===== src/rtl/acc_cpu_pkg.sv =====
// Shared types and constants for the accumulator CPU: opcodes, FSM states,
// the JMP operand pattern that halts the machine, and a memory-op decoder.
package acc_cpu_pkg;

  typedef enum logic [2:0] {
    OP_AND  = 3'b000,
    OP_NOT  = 3'b001,
    OP_ADD  = 3'b010,
    OP_SHFT = 3'b011,
    OP_LD   = 3'b100,
    OP_ST   = 3'b101,
    OP_CMP  = 3'b110,
    OP_JMP  = 3'b111
  } opcode_e;

  typedef enum logic [1:0] {
    IDLE  = 2'b00,
    FETCH = 2'b01,
    EXEC  = 2'b10,
    HALT  = 2'b11
  } state_e;

  // A JMP whose operand is all ones halts; only the low ADDR_W bits are compared.
  localparam logic [31:0] HALT_OPERAND = 32'hFFFF_FFFF;

  // Opcodes that spend their EXEC cycle(s) on a memory access at the operand address.
  function automatic logic isMemOp(input opcode_e op);
    return (op == OP_AND) || (op == OP_ADD) || (op == OP_LD) ||
           (op == OP_ST)  || (op == OP_CMP);
  endfunction

endpackage


===== src/rtl/acc_cpu_alu.sv =====
// Combinational datapath for the accumulator CPU: AND, NOT, ADD, SHFT and the
// unsigned compare that feeds the flags.
// Build option: define ACC_CPU_SAT_ADD_EN to make ADD saturate to all ones on
// unsigned carry-out instead of wrapping.
module acc_cpu_alu
  import acc_cpu_pkg::*;
#(
  parameter int DATA_W = 8,
  parameter int ADDR_W = 5
) (
  input  opcode_e             op_i,
  input  logic [DATA_W-1:0]   acc_i,
  input  logic [DATA_W-1:0]   data_i,
  input  logic [ADDR_W-1:0]   operand_i,
  output logic [DATA_W-1:0]   result_o,
  output logic                gt_o,
  output logic                lt_o
);

  localparam int SH_W = $clog2(DATA_W);

  logic [DATA_W-1:0] addResult;
  logic [DATA_W-1:0] shiftResult;
  logic [SH_W-1:0]   shiftAmt;
  logic              shiftLeft;
  logic              shiftArith;

  assign shiftLeft  = operand_i[ADDR_W-1];
  assign shiftArith = operand_i[ADDR_W-2];
  assign shiftAmt   = operand_i[SH_W-1:0];

`ifdef ACC_CPU_SAT_ADD_EN
  logic [DATA_W:0] sumFull;
  assign sumFull   = {1'b0, acc_i} + {1'b0, data_i};
  assign addResult = sumFull[DATA_W] ? {DATA_W{1'b1}} : sumFull[DATA_W-1:0];
`else
  assign addResult = acc_i + data_i;
`endif

  // Shifter: left is always logical; right shifts are logical or sign-filling.
  always_comb begin
    if (shiftLeft) begin
      shiftResult = acc_i << shiftAmt;
    end else if (shiftArith) begin
      shiftResult = $signed(acc_i) >>> shiftAmt;
    end else begin
      shiftResult = acc_i >> shiftAmt;
    end
  end

  // Result select; opcodes the ALU does not handle pass the accumulator through.
  always_comb begin
    result_o = acc_i;
    case (op_i)
      OP_AND:  result_o = acc_i & data_i;
      OP_NOT:  result_o = ~acc_i;
      OP_ADD:  result_o = addResult;
      OP_SHFT: result_o = shiftResult;
      default: result_o = acc_i;
    endcase
  end

  assign gt_o = (acc_i > data_i);
  assign lt_o = (acc_i < data_i);

endmodule


===== src/rtl/acc_cpu.sv =====
// Accumulator CPU top: IDLE/FETCH/EXEC/HALT sequencer, pc, IR, accumulator and
// compare flags, with a req/rdy memory port shared by fetch and data accesses.
// Build option: ACC_CPU_SAT_ADD_EN (saturating ADD, implemented in acc_cpu_alu).
module acc_cpu
  import acc_cpu_pkg::*;
#(
  parameter int DATA_W = 8,
  parameter int ADDR_W = 5
) (
  input  logic              clk,
  input  logic              rst,
  input  logic              start,
  output logic              halt,
  output logic              busy,
  output logic              mem_req,
  output logic              mem_we,
  output logic [ADDR_W-1:0] mem_addr,
  output logic [DATA_W-1:0] mem_wdata,
  input  logic [DATA_W-1:0] mem_rdata,
  input  logic              mem_rdy,
  output logic              flag_p,
  output logic              flag_n
);

  localparam int OFF_W = ADDR_W - 2;

  state_e            state_q, state_d;
  logic [ADDR_W-1:0] pc_q, pc_d;
  logic [DATA_W-1:0] ir_q, ir_d;
  logic [DATA_W-1:0] acc_q, acc_d;
  logic              flagP_q, flagP_d;
  logic              flagN_q, flagN_d;

  opcode_e           opcode;
  logic [ADDR_W-1:0] operand;
  logic [ADDR_W-1:0] jmpOffset;
  logic              jmpHalt;
  logic              jmpTaken;
  logic              execDone;
  logic [DATA_W-1:0] aluResult;
  logic              aluGt;
  logic              aluLt;

  assign opcode    = opcode_e'(ir_q[DATA_W-1 -: 3]);
  assign operand   = ir_q[ADDR_W-1:0];
  assign jmpOffset = {{2{operand[OFF_W-1]}}, operand[OFF_W-1:0]};
  assign jmpHalt   = (operand == HALT_OPERAND[ADDR_W-1:0]);
  assign jmpTaken  = (operand[ADDR_W-1:ADDR_W-2] == 2'b11) ||
                     ({flagN_q, flagP_q} == operand[ADDR_W-1:ADDR_W-2]);

  acc_cpu_alu #(
    .DATA_W (DATA_W),
    .ADDR_W (ADDR_W)
  ) u_alu (
    .op_i      (opcode),
    .acc_i     (acc_q),
    .data_i    (mem_rdata),
    .operand_i (operand),
    .result_o  (aluResult),
    .gt_o      (aluGt),
    .lt_o      (aluLt)
  );

  // Architectural state; reset abandons any pending access immediately.
  always_ff @(posedge clk or posedge rst) begin
    if (rst) begin
      state_q <= IDLE;
      pc_q    <= '0;
      ir_q    <= '0;
      acc_q   <= '0;
      flagP_q <= 1'b0;
      flagN_q <= 1'b0;
    end else begin
      state_q <= state_d;
      pc_q    <= pc_d;
      ir_q    <= ir_d;
      acc_q   <= acc_d;
      flagP_q <= flagP_d;
      flagN_q <= flagN_d;
    end
  end

  // Sequencer and memory port. Port outputs derive only from registered state,
  // so they hold steady while an access waits for mem_rdy.
  always_comb begin
    state_d   = state_q;
    pc_d      = pc_q;
    ir_d      = ir_q;
    acc_d     = acc_q;
    flagP_d   = flagP_q;
    flagN_d   = flagN_q;
    mem_req   = 1'b0;
    mem_we    = 1'b0;
    mem_addr  = '0;
    mem_wdata = '0;
    execDone  = 1'b0;
    case (state_q)
      IDLE: begin
        if (start) begin
          state_d = FETCH;
        end
      end
      FETCH: begin
        mem_req  = 1'b1;
        mem_addr = pc_q;
        if (mem_rdy) begin
          ir_d    = mem_rdata;
          pc_d    = pc_q + ADDR_W'(1);
          state_d = EXEC;
        end
      end
      EXEC: begin
        if (isMemOp(opcode)) begin
          mem_req  = 1'b1;
          mem_addr = operand;
          if (opcode == OP_ST) begin
            mem_we    = 1'b1;
            mem_wdata = acc_q;
          end
          execDone = mem_rdy;
        end else begin
          execDone = 1'b1;
        end
        if (execDone) begin
          case (opcode)
            OP_AND, OP_NOT, OP_ADD, OP_SHFT: acc_d = aluResult;
            OP_LD: acc_d = mem_rdata;
            OP_CMP: begin
              flagP_d = aluGt;
              flagN_d = aluLt;
            end
            OP_JMP: begin
              if (!jmpHalt && jmpTaken) begin
                pc_d = pc_q + jmpOffset;
              end
            end
            default: acc_d = acc_q;
          endcase
          if ((opcode == OP_JMP) && jmpHalt) begin
            state_d = HALT;
          end else if (start) begin
            state_d = FETCH;
          end else begin
            state_d = IDLE;
          end
        end
      end
      HALT: state_d = HALT;
      default: state_d = IDLE;
    endcase
  end

  assign halt   = (state_q == HALT);
  assign busy   = (state_q == FETCH) || (state_q == EXEC);
  assign flag_p = flagP_q;
  assign flag_n = flagN_q;

endmodule

===== config.mk =====
export PLATFORM = sky130hd
export DESIGN_NAME = acc_cpu
export DESIGN_NICKNAME = d
export VERILOG_FILES = /design/src/rtl/acc_cpu_pkg.sv /design/src/rtl/acc_cpu_alu.sv /design/src/rtl/acc_cpu.sv
export SDC_FILE = /design/constraint.sdc
export NUM_CORES = 1
export LEC_CHECK = 0
export ABC_CLOCK_PERIOD_IN_PS = 3600
export BUFFER_PORTS_ARGS = -buffer_cell sky130_fd_sc_hd__buf_2
export CORE_MARGIN = 2
export CORE_UTILIZATION = 53
export DETAILED_ROUTE_END_ITERATION = 16
export GPL_TIMING_DRIVEN = 1
export MAX_ROUTING_LAYER = met4
export PLACE_DENSITY = 0.81
export SLEW_MARGIN = 5
export SYNTH_ARGS = -nofsm -noshare
export SYNTH_HDL_FRONTEND = slang
export SYNTH_SLANG_ARGS = --single-unit
export TNS_END_PERCENT = 1

===== constraint.sdc =====
create_clock -name clk -period 3.6 [get_ports clk]
set_clock_uncertainty 0.15 [all_clocks]
set_input_delay 0.18 -clock clk [delete_from_list [all_inputs] [get_ports clk]]
set_output_delay 0.18 -clock clk [all_outputs]
set_load 0.05 [all_outputs]

-- After elaboration in Yosys (flattened, before gate mapping)
Cells that the tools add are included.
- register bits: 25
- output and inout bits: 19
- logic and storage cells: 81
- mux-type cells: 27
- shift operators: 3
- $add $sub $neg: 3
- equal/unequal tests: 19
- reductions and logical operators: 19
- $lt $le $gt $ge: 2
- bitwise gates (word level): 2
- operators by type and width (cell ; number):
    8-bit 2-to-1 mux ; 5
    8-bit one-hot mux with 4 select lines ; 1
    5-bit 2-to-1 mux ; 5
    5-bit one-hot mux with 2 select lines ; 2
    8-bit one-hot mux with 2 select lines ; 1
    3-bit equality test (second input constant) ; 4
    2-bit inequality test (second input constant) ; 5
    8-bit adder ; 1
    8-bit AND ; 1
    8-bit > comparator ; 1
    8-bit < comparator ; 1
    2-bit 2-to-1 mux ; 4
    8-bit NOT ; 1
    2-bit one-hot mux with 4 select lines ; 1
    8-bit by 3-bit left shift with 8-bit output ; 1
    8-bit by 3-bit >> shifter with 8-bit output ; 1
    8-bit by 3-bit >>> shifter with 8-bit output ; 1
    1-bit 2-to-1 mux ; 7
    2-bit equality test (second input constant) ; 3
    3-bit by 2-bit equality test with 1-bit output (second input constant) ; 2
    1-bit logical OR ; 6
    3-bit AND reduction ; 2
    5-bit by 1-bit adder with 5-bit output (second input constant) ; 1
    5-bit adder ; 1
    15 further kinds ; 17

-- Logic depth before layout (Yosys ltp)
Gate-level depths: netlist (run 1).
- depth after elaboration: 9
- depth in mapped cells: 11
- gate-level depth less buffers: 10

-- Cells and area by module
Synthesis (run 1) repeated with hierarchy kept, for this count alone.
- cell total of the unflattened synthesis: 348
- area, all modules: 2997.9 µm²
- by module, submodules not included (module ; cells an instance ; seq. area each (µm²) ; area an instance (µm²) ; times used):
    acc_cpu ; 154 ; 625.6 ; 1576.5 ; 1
    acc_cpu_alu ; 194 ; 0.0 ; 1421.4 ; 1

-- Worst setup path before layout (run 1)
OpenSTA, ideal clock, no wires.
- path kind: flip-flop to output port
- start point: reg state_q[0]
- end point: out mem_wdata[1]
- path slack: 410 ps
- stages on the path, launching flop included: 7
- arrival: 2860 ps
- path buffers: 1
- path through: dfrtp_1 inv_1 ha_1 clkbuf_1 nand2_1 nor3_1 and2_1
- cells in the longest elaborated chain, start to end: 2
- RTL lines (item ; RTL line ; text):
    from (decl) ; acc_cpu.sv:27 ; state_e state_q, state_d;
    from (signal assigned) ; acc_cpu.sv:74 ; state_q <= state_d;
    2-bit equality test ; acc_cpu.sv:97 ; case (state_q)
    8-bit 2-to-1 mux ; acc_cpu.sv:97 ;
    to (decl) ; acc_cpu.sv:18 ; output logic [DATA_W-1:0] mem_wdata,
Every way passes these cells.

-- Final worst setup path (run 1)
- start point: reg ir_q[5]
- end point: out mem_wdata[5]
- cells in the longest elaborated chain, start to end: 7
- elaborated cells on any way between the ends: 12
- those cells by class: eq/ne: 4; mux: 3; reduce/logical: 5
- RTL lines (item ; RTL line ; text):
    from (decl) ; acc_cpu.sv:29 ; logic [DATA_W-1:0] ir_q, ir_d;
    from (signal assigned) ; acc_cpu.sv:76 ; ir_q <= ir_d;
    3-bit by 2-bit equality test with 1-bit output or 3-bit logical NOT (tied branches) ; acc_cpu_pkg.sv:28 ; return (op == OP_AND) || (op == OP_ADD) || (op == OP_LD) ||
    1-bit logical OR (3 in series) ; acc_cpu_pkg.sv:28 ;
    1-bit logical OR ; acc_cpu_pkg.sv:29 ; (op == OP_ST) || (op == OP_CMP);
    8-bit 2-to-1 mux * ; acc_cpu.sv:113 ; if (isMemOp(opcode)) begin
    8-bit 2-to-1 mux * ; acc_cpu.sv:97 ;
Mark *: on every way between the ends. The rest lies on a longest branch, timed or not.

==> flow_metrics.env, run 1 <==
export IMPL_port_buffers=30
export IMPL_area_delta_synth_final_pct=6.43
export IMPL_post_cts_buffers=0
export IMPL_chipWidth_um=78.0
export IMPL_cts_resized=0
export IMPL_firstDrtPassIters=5
export IMPL_cap_violations=0
export IMPL_syn_inst=344
export IMPL_antenna_found_initial=0
export IMPL_async_reset_ff_frac=1.00
export IMPL_clock_sinks=25
export IMPL_syn_area_per_cell_um2=8.43
export IMPL_post_drt_wl_per_cell_um=18.8
export IMPL_nets=397
export IMPL_worstSkewPairLatency_ns=0.28
export IMPL_grt_use_met3=0.0244
export IMPL_h_tree_depth=1
export IMPL_post_place_cells=423
export IMPL_cp_required_ns=3.27
export IMPL_p_leak_nw=1.38
export IMPL_n_fill_cell=485
export IMPL_tightest_slew_ns=1.04
export IMPL_yosys_most_used_dff="dfrtp_1"
export IMPL_cts_root_buf="clkbuf_8"
export IMPL_syn_area_um2=2900
export IMPL_yosys_warnings=0
export IMPL_fin_crit_ns=2.87
export IMPL_path_clk_slew_ns=0.10
export IMPL_yosysUniqueCellTypes=62
export IMPL_rsz0062_at_grt="false"
export IMPL_vias_per_cell=6.64
export IMPL_grt_max_degree=33
export IMPL_setup_violations=0
export IMPL_violations="negative hold slack"
export IMPL_hold_viol=25
export IMPL_io_pins=31
export IMPL_cts_tree="yes"
export IMPL_setup_tns_ns=0
export IMPL_drt_wl_total_um=8010
export IMPL_ys_seq_elements=25
export IMPL_holdWs_ns=-0.0193
export IMPL_path_max_fanout=27
export IMPL_gr_usage_all_layers=0.278
export IMPL_startpoint="ir_q[5]$_DFFE_PP0P_"
export IMPL_clock_fmax_mhz=348
export IMPL_postLayoutCoreUtil=0.593
export IMPL_die_area_um2=6080
export IMPL_grt_pass1_wl_um=13300
export IMPL_period_share=0.798
export IMPL_core_area_um2=5200
export IMPL_initial_utilization=0.557
export IMPL_powerDensity_nw_per_um2=966
export IMPL_cts_hold_buffers=0
export IMPL_diodes=0
export IMPL_grt_overflow=0
export IMPL_criticalPathCategory="reg2out"
export IMPL_critPathCaptureType="output port"
export IMPL_synth_edff_count=0
export IMPL_gp_congestion=0.971
export IMPL_hold_class="in2async"
export IMPL_grt_pass1_vias=2608
export IMPL_num_vias=2837
export IMPL_maxSlewViolCount=0
export IMPL_antenna_left=0
export IMPL_placementRows=26
export IMPL_numCtsBuffers=3
export IMPL_synth_fp_nets=383
export IMPL_drive_gt1_frac=0.148
export IMPL_yosysTopAreaCellShare=0.216
export IMPL_dp_hpwl_um=5830
export IMPL_timing_critical_path_arrival_ns=2.54
export IMPL_top_usage_layer="met2"
export IMPL_gr_usage_met1=0.402
export IMPL_critPathLaunchType="flip-flop"
export IMPL_synth_seq_area_share=0.216
export IMPL_irDropWorstVdd_mv=0.585
export IMPL_clockBufferDepth=2
export IMPL_drcViolationCount=0
export IMPL_rr_startpoint="state_q[0]$_DFFE_PP0P_"
export IMPL_yosysTopAreaCell="dfrtp_1"
export IMPL_grt_util_met2=0.423
export IMPL_fin_cells=427
export IMPL_status="finished, violations left"
export IMPL_relSlewSlack=0.306
export IMPL_synth_area_leaders="dfrtp_1 22%, ha_1 11%, mux4_2 4.7%"
export IMPL_die_y_um=78.0
export IMPL_drtIter0Drc=320
[critical path, stage by stage (launching register included)]
cell and delay, ns:
dfrtp_1 0.88, inv_1 0.30, nor3_1 0.60, and2_1 0.22, buf_2 0.26
[cells in the mapped netlist (all sizes together), types with 2 or more instances]
master / n
nor2: 12
xor2: 3
o32ai: 2
mux4: 6
o41ai: 2
o21ba: 2
o31ai: 2
and2: 11
ha: 25
or3: 2
o21a: 2
and4b: 2
fa: 2
mux2i: 12
o211ai: 7
a31oi: 7
o21bai: 2
nor3: 12
a22oi: 5
a21o: 5
o21ai: 21
mux2: 11
a221oi: 4
a21oi: 23
a211oi: 6
nand4: 2
o2111ai: 2
nor2b: 13
nor4: 2
nand2b: 6
clkbuf: 11
dfrtp: 25
a2111oi: 5
inv: 23
nand3: 7
a211o: 3
buf: 12
nand2: 26
xnor2: 5
a21boi: 2
[area by class of cell]
| cell class | instances | area, um2 | share of cell area |
|---|---|---|---|
| Tap cell | 70 | 87.6 | 0.0284 |
| Multi-Input combinational cell | 273 | 2070 | 0.672 |
| Inverter | 23 | 86.3 | 0.0280 |
| Clock inverter | 1 | 7.51 | 0.00243 |
| Sequential cell | 25 | 626 | 0.203 |
| Timing Repair Buffer | 32 | 165 | 0.0535 |
| Clock buffer | 3 | 41.3 | 0.0134 |
[per-layer routing]
layer,up-vias,share of wire
met5,-,0
met4,0,0.014
met3,14,0.087
met2,164,0.46
met1,1366,0.44
li1,1293,-
[state kept, by name, summed over array words and instances (netlist names)]
signal and cells:
acc_q 8, flag_n 1, flag_p 1, ir_q 8, pc_q 5, state_q 2
[logic make-up after synthesis]
group,synth area share
xor gates and xnor gates,0.0241
DFF,0.216
AOI/OAI and AO/OA,0.255
muxes,0.131
and+or+nand+nor,0.184
adders and majority gates,0.122
buffers and inverters,0.0694
[through the flow]
stage	instance area, um2	total power [mW]	setup slack, ns
after floorplan	2900	2.31	0.410
after global placement	3040	2.69	1.05
after detailed placement	3040	2.74	0.877
after CTS	3090	2.94	0.778
after global routing	3090	3.20	0.499
final	3090	2.98	0.728
[final timing paths]
kind                       slack, ns                   end  cells past startpoint
min                            -0.02   ir_q[5]$_DFFE_PP0P_                      2
min in group clk                0.04   ir_q[7]$_DFFE_PP0P_                      3
max in group asynchronous       2.69  acc_q[6]$_DFFE_PP0P_                      2
max                             0.73          mem_wdata[5]                      4
max reg2reg                     0.83   pc_q[4]$_DFFE_PP0P_                     10
min reg2reg                     0.36   pc_q[4]$_DFFE_PP0P_                      1
[cells in the final DEF (no fill, tap or decap), types with 3 or more instances in the layout]
cell type	synthesis	layout
a2111oi_0	5	5
a211o_1	3	3
a211oi_1	6	6
a21o_1	5	5
a21oi_1	23	23
a221oi_1	3	3
a22oi_1	5	5
a31oi_1	7	7
and2_1	11	11
buf_2	8	30
clkbuf_8	0	3
dfrtp_1	25	25
ha_1	25	25
inv_1	21	21
mux2_1	5	5
mux2_2	6	6
mux2i_1	12	12
mux4_2	6	6
nand2_1	26	26
nand2b_1	6	6
nand3_1	7	7
nor2_1	12	12
nor2b_1	13	13
nor3_1	11	11
o211ai_1	7	7
o21ai_0	15	15
o21ai_1	6	6
xnor2_1	5	5
xor2_1	3	3
[where the power goes]
part	switching (mW)	internal [mW]	leakage, nW	total, mW
sequential	0.381	0.410	0.305	0.790
clock	0.108	0.0789	0.0217	0.187
combinational	1.18	0.826	1.05	2.01
Note: power is estimated with default switching activity, not from simulation.
==> run 2: changes to the inputs <==
- ABC_AREA: unset -> 1
- ABC_CLOCK_PERIOD_IN_PS: 3600 -> 2800
- clock period: 3.6 -> 2.8 ns (I/O delays scaled with it)
==> flow_metrics.env, run 2 <==
export IMPL_drt_wl_total_um=7430
export IMPL_chipWidth_um=76.9
export IMPL_period_share=0.907
export IMPL_cp_required_ns=2.83
export IMPL_syn_inst=459
export IMPL_clock_sinks=25
export IMPL_clockBufferDepth=2
export IMPL_placementRows=26
export IMPL_post_cts_buffers=0
export IMPL_tightest_slew_ns=0.966
export IMPL_setup_tns_ns=0
export IMPL_drive_gt1_frac=0.119
export IMPL_grt_pass1_wl_um=13100
export IMPL_critPathCaptureType="flip-flop"
export IMPL_die_area_um2=5910
export IMPL_yosysMostFrequentCell="nand2_1"
export IMPL_critPathLaunchType="flip-flop"
export IMPL_fin_crit_ns=2.54
export IMPL_h_tree_depth=1
export IMPL_timing_critical_path_arrival_ns=2.57
export IMPL_rrSetupSlack_ns=0.26
export IMPL_maxSlewViolCount=0
export IMPL_vias_per_cell=5.51
export IMPL_cpPeakStageDelay_ns=0.43
export IMPL_criticalPathCategory="reg2reg"
export IMPL_die_y_um=76.9
export IMPL_ys_seq_elements=25
export IMPL_post_drt_wl_per_cell_um=13.4
export IMPL_port_buffers=30
export IMPL_antenna_found_initial=0
export IMPL_p_leak_nw=1.69
export IMPL_synth_edff_count=0
export IMPL_cts_tree="yes"
export IMPL_yosysTopAreaCellShare=0.222
export IMPL_synth_seq_area_share=0.222
export IMPL_path_clk_slew_ns=0.10
export IMPL_finalInstanceArea_um2=3080
export IMPL_nets=526
export IMPL_cts_root_buf="clkbuf_8"
export IMPL_initial_utilization=0.551
export IMPL_grt_max_degree=26
export IMPL_io_pins=31
export IMPL_worstSkewPairLatency_ns=0.28
export IMPL_synth_fp_nets=498
export IMPL_drcViolationCount=0
export IMPL_reg_top3="acc_q: 8 flops, ir_q: 8 flops, pc_q: 5 flops"
export IMPL_yosysUniqueCellTypes=36
export IMPL_hold_viol=0
export IMPL_setup_violations=0
export IMPL_grt_overflow=0
export IMPL_async_reset_ff_frac=1.00
export IMPL_synth_area_leaders="dfrtp_1 22%, nand2_1 21%, ha_1 11%"
export IMPL_area_delta_synth_final_pct=9.33
export IMPL_dp_hpwl_um=5940
export IMPL_layout_commonest_cell="nand2_1"
export IMPL_ys_top_cells_by_count="161 x nand2_1, 53 x inv_1, 49 x nand3_1"
export IMPL_hold_class="in2reg"
export IMPL_antenna_left=0
export IMPL_gp_congestion=1.01
export IMPL_path_max_fanout=5
export IMPL_placed_cell_area_um2=3020
export IMPL_clock_fmax_mhz=394
export IMPL_final_cell_mix="161 x nand2_1, 53 x inv_1, 49 x nand3_1, 34 x a21oi_1"
export IMPL_irDropWorstVdd_mv=0.525
export IMPL_numCtsBuffers=3
export IMPL_syn_area_um2=2820
export IMPL_core_area_um2=5110
export IMPL_rsz0062_at_grt="false"
export IMPL_critPathSlowestCell="dfrtp_1"
export IMPL_status="completed"
export IMPL_crit_chain="inv_1, ha_1, nand2_1, ha_1, fa_1, a21oi_1, nor2_1, nor2_1, xor2_1, nor2_4, xor2_1"
export IMPL_relSlewSlack=0.355
export IMPL_num_vias=3061
export IMPL_cap_violations=0
export IMPL_diodes=0
export IMPL_yosysTopAreaCell="dfrtp_1"
export IMPL_grt_pass1_vias=2855
export IMPL_drtIter0Drc=280
export IMPL_yosys_most_used_dff="dfrtp_1"
export IMPL_n_fill_cell=504
export IMPL_firstDrtPassIters=5
export IMPL_ff2ff_path_depth=11
export IMPL_yosys_warnings=0
export IMPL_syn_area_per_cell_um2=6.13
export IMPL_powerDensity_nw_per_um2=1170
export IMPL_gr_usage_all_layers=0.275
export IMPL_hold_depth=3
-- run 2: cell count changes in the layout (fill, tap and decap cells not counted), sizes merged, moves of 7 or more --
cell   previous run  this run
a21oi            23        36
and2             11         0
inv              23        58
mux2             11         0
mux2i            12         0
nand2            26       165
nand3             7        49
nand4             2         9
nor2             12        34
nor2b            13         0
nor3             12         2
-- run 2: routing by layer --
layer  track usage  routed length (um)
met1         0.370                3370
met2         0.448                3510
met3        0.0129                 407
met4        0.0873                 146
met5             -                   0
-- run 2: critical path, delay by kind of cell (launching register included) --
| kind | cells | cell delay (ns) |
|---|---|---|
| simple gates | 4 | 0.29 |
| buf+inv | 1 | 0.15 |
| compound gates | 1 | 0.16 |
| fa+ha+maj | 3 | 0.87 |
| xor+xnor | 2 | 0.38 |
| flops | 1 | 0.43 |
-- run 2: area by class of cell --
class                           count  area, um2  area share
Tap cell                           70       87.6      0.0285
Timing Repair Buffer               35        190      0.0618
Inverter                           59        221      0.0720
Multi-Input combinational cell    363       1900       0.619
Clock inverter                      1       7.51     0.00244
Sequential cell                    25        626       0.203
Clock buffer                        3       41.3      0.0134
-- run 2: worst paths after layout --
| check | start | to |
|---|---|---|
| min in group asynchronous | rst | flag_n$_DFFE_PP0P_ |
| hold / removal | mem_rdata[6] | ir_q[6]$_DFFE_PP0P_ |
| setup / recovery | state_q[0]$_DFFE_PP0P_ | pc_q[4]$_DFFE_PP0P_ |
| max in group asynchronous | rst | ir_q[0]$_DFFE_PP0P_ |
| hold reg to reg | pc_q[4]$_DFFE_PP0P_ | pc_q[4]$_DFFE_PP0P_ |
| setup reg to reg | state_q[0]$_DFFE_PP0P_ | pc_q[4]$_DFFE_PP0P_ |
-- run 2: logic make-up (layout without fill, tap and decap cells) --
family	after synthesis	count (layout)	share of synthesized area
DFF	25	25	0.222
xor gates and xnor gates	5	5	0.0156
adders and majority gates	27	27	0.125
and+or+nand+nor	261	261	0.393
AOI/OAI and AO/OA	70	70	0.143
buffers and inverters	71	98	0.101
-- run 2: per-stage QoR --
stage	hold slack, ns	std cells	util	setup WS, ns	power (mW)
final	0.0276	556	0.603	0.261	3.61
after global routing	0.0488	556	0.603	0.0864	4.00
after CTS	0.0251	556	0.603	0.282	3.57
after detailed placement	0.254	551	0.591	0.297	3.33
after global placement	0.260	551	0.591	0.341	3.27
after floorplan	0.0173	459	-	0.233	2.78
-- run 2: timing repair --
action / CTS / global route
hold buffers: 1 / 0
gates resized for setup: 0 / 0
hold endpoints to repair: 25 / 0
setup endpoints to repair: 0 / 0
-- run 2: report_power, final --
| part | leakage (nW) | internal (mW) | total, mW | switching [mW] |
|---|---|---|---|---|
| registers | 0.310 | 0.523 | 0.802 | 0.280 |
| clock network | 0.0217 | 0.101 | 0.231 | 0.130 |
| logic | 1.35 | 0.829 | 2.57 | 1.74 |
==> run 3: changes to the inputs <==
- CORE_UTILIZATION: 53 -> 60
- PLACE_DENSITY: 0.81 -> 0.89
- SYNTH_HIERARCHICAL: unset -> 1
==> flow_metrics.env, run 3 <==
export IMPL_critPathTopFamily="simple AND/OR/NAND/NOR gates"
export IMPL_gp_congestion=0.948
export IMPL_synth_area_leaders="dfrtp_1 20%, nand2_1 16%, nand3_1 9.6%"
export IMPL_async_reset_ff_frac=1.00
export IMPL_period_share=0.885
export IMPL_syn_inst=505
export IMPL_synth_fp_nets=543
export IMPL_yosysTopAreaCell="dfrtp_1"
export IMPL_area_delta_synth_final_pct=6.48
export IMPL_fin_crit_ns=2.48
export IMPL_cp_num_buf_inv=3
export IMPL_hold_class="in2reg"
export IMPL_layout_commonest_cell="nand2_1"
export IMPL_syn_area_um2=3170
export IMPL_firstDrtPassIters=5
export IMPL_grt_pass1_wl_um=14000
export IMPL_grt_overflow=0
export IMPL_synth_seq_area_share=0.197
export IMPL_cts_tree="yes"
export IMPL_setup_tns_ns=0
export IMPL_synth_xor_xnor_area_share=0.00553
export IMPL_die_y_um=76.7
export IMPL_criticalPathCategory="reg2out"
export IMPL_diodes=0
export IMPL_drcViolationCount=0
export IMPL_cpPeakStageDelay_ns=0.43
export IMPL_num_vias=3351
export IMPL_cap_violations=0
export IMPL_ys_seq_elements=25
export IMPL_drtIter0Drc=271
export IMPL_io_pins=31
export IMPL_yosys_most_used_dff="dfrtp_1"
export IMPL_cp_required_ns=2.51
export IMPL_h_tree_depth=1
export IMPL_placementRows=26
export IMPL_tightest_slew_ns=0.933
export IMPL_nets=569
export IMPL_fin_cells=600
export IMPL_gr_usage_all_layers=0.296
export IMPL_core_area_um2=5110
export IMPL_antenna_found_initial=0
export IMPL_grt_pass1_vias=3048
export IMPL_powerDensity_nw_per_um2=1240
export IMPL_holdWs_ns=0.0365
export IMPL_crit_chain="inv_1, ha_1, buf_4, nand4_1, nor2_1, buf_2"
export IMPL_clock_fmax_mhz=403
export IMPL_rsz0062_at_grt="false"
export IMPL_timing_critical_path_arrival_ns=2.19
export IMPL_synthAdderAreaFrac=0.107
export IMPL_synth_top_family_by_area="simple AND/OR/NAND/NOR gates"
export IMPL_synth_area_mux_share=0
export IMPL_r2r_end="acc_q[6]$_DFFE_PP0P_"
export IMPL_yosysUniqueCellTypes=40
export IMPL_synthSimpleGateAreaFrac=0.396
export IMPL_hold_viol=0
export IMPL_cts_resized=0
export IMPL_relSlewSlack=0.377
export IMPL_port_buffers=30
export IMPL_post_drt_wl_per_cell_um=13.5
export IMPL_yosys_warnings=6
export IMPL_path_clk_slew_ns=0.09
export IMPL_status="completed"
export IMPL_hold_path_end="ir_q[6]$_DFFE_PP0P_"
export IMPL_ys_top_cells_by_count="138 x nand2_1, 81 x inv_1, 61 x nand3_1"
export IMPL_setup_violations=0
export IMPL_rr_startpoint="acc_q[0]$_DFFE_PP0P_"
export IMPL_holdCritStartpoint="mem_rdata[6]"
export IMPL_chipWidth_um=76.7
export IMPL_path_max_fanout=13
export IMPL_numCtsBuffers=3
export IMPL_dp_hpwl_um=6370
export IMPL_ff2ff_path_depth=13
export IMPL_final_cell_mix="138 x nand2_1, 81 x inv_1, 61 x nand3_1, 32 x nor2_1, 31 x a21oi_1"
export IMPL_synth_compound_area_frac=0.147
export IMPL_critPathLaunchType="flip-flop"
export IMPL_antenna_left=0
export IMPL_drive_gt1_frac=0.151
export IMPL_grt_max_degree=26
export IMPL_path_depth=6
export IMPL_synth_edff_count=0
export IMPL_rrSetupSlack_ns=0.48
export IMPL_reg_top3="acc_q: 8 flops, ir_q: 8 flops, pc_q: 5 flops"
export IMPL_yosysTopAreaCellShare=0.197
export IMPL_yosysMostFrequentCell="nand2_1"
export IMPL_drt_wl_total_um=8120
export IMPL_clockBufferDepth=2
export IMPL_irDropWorstVdd_mv=0.741
export IMPL_critPathSlowestCell="dfrtp_1"
export IMPL_hold_depth=3
export IMPL_vias_per_cell=5.59
export IMPL_post_place_cells=595
export IMPL_maxSlewViolCount=0
export IMPL_die_area_um2=5880
export IMPL_syn_area_per_cell_um2=6.27
export IMPL_worstSkewPairLatency_ns=0.27
export IMPL_clock_sinks=25
export IMPL_initial_utilization=0.620
export IMPL_critPathCaptureType="output port"
export IMPL_cts_root_buf="clkbuf_8"
export IMPL_p_leak_nw=1.86
## run 3: layout make-up
class,instances,area [um2]
Clock buffer,3,41.3
Tap cell,70,87.6
Inverter,90,345
Clock inverter,1,5.00
Multi-Input combinational cell,376,2080
Fill cell,459,1730
Timing Repair Buffer,35,190
Sequential cell,25,626
## run 3: per-layer routing
layer,vias up,GRT usage,share of wire
met4,0,0.0782,0.021
li1,1681,-,-
met1,1515,0.400,0.43
met3,20,0.0341,0.083
met5,-,-,0
met2,135,0.473,0.47
## run 3: kinds of logic (layout without fill, tap and decap cells)
logic type	after synthesis	after routing
AO/OA/AOI/OAI	76	76
AND/OR/NAND/NOR	272	272
buffers and inverters	104	129
adder cells (fa/ha/maj)	26	26
XOR/XNOR	2	2
flip-flops	25	25
## run 3: worst reg2reg max path: cells and delay by family (launching register included)
| kind | cells | cell delay [ns] |
|---|---|---|
| and+or+nand+nor | 7 | 0.66 |
| adders and majority gates | 2 | 0.64 |
| DFF | 1 | 0.48 |
| buffers and inverters | 2 | 0.20 |
| AOI/OAI and AO/OA | 2 | 0.10 |
## run 3: stage by stage
| step | cell area (um2) | power [mW] | utilization | worst slack [ns] |
|---|---|---|---|---|
| after floorplan | 3170 | 3.35 | - | 0.512 |
| after global placement | 3320 | 3.82 | 0.649 | 0.554 |
| after detailed placement | 3320 | 3.92 | 0.649 | 0.505 |
| after CTS | 3370 | 4.15 | 0.660 | 0.344 |
| final | 3370 | 4.19 | 0.660 | 0.322 |
| after global routing | 3370 | 4.63 | 0.660 | 0.144 |
## run 3: worst max-delay path by stage
stage	startpoint	endpoint	slack, ns
6_report	state_q[0]$_DFFE_PP0P_	mem_wdata[1]	0.32
5_1_grt	state_q[0]$_DFFE_PP0P_	mem_wdata[1]	0.14
4_1_cts	state_q[0]$_DFFE_PP0P_	mem_wdata[0]	0.34
3_5_place_dp	state_q[0]$_DFFE_PP0P_	pc_q[4]$_DFFE_PP0P_	0.51
3_3_place_gp	acc_q[0]$_DFFE_PP0P_	acc_q[6]$_DFFE_PP0P_	0.55
2_1_floorplan	state_q[0]$_DFFE_PP0P_	mem_addr[0]	0.51
## run 3: what timing repair did
item / in CTS / in global routing
hold buffers: 1 / 0
setup buffers: 0 / 0
hold endpoints to repair: 25 / 0
## run 3: power breakdown
| group | leakage, nW | total (mW) | switching (mW) | internal (mW) |
|---|---|---|---|---|
| Clock | 0.0255 | 0.217 | 0.117 | 0.0997 |
| Sequential | 0.305 | 0.901 | 0.374 | 0.527 |
| Combinational | 1.53 | 3.07 | 2.05 | 1.02 |
| Total | 1.86 | 4.19 | 2.55 | 1.64 |
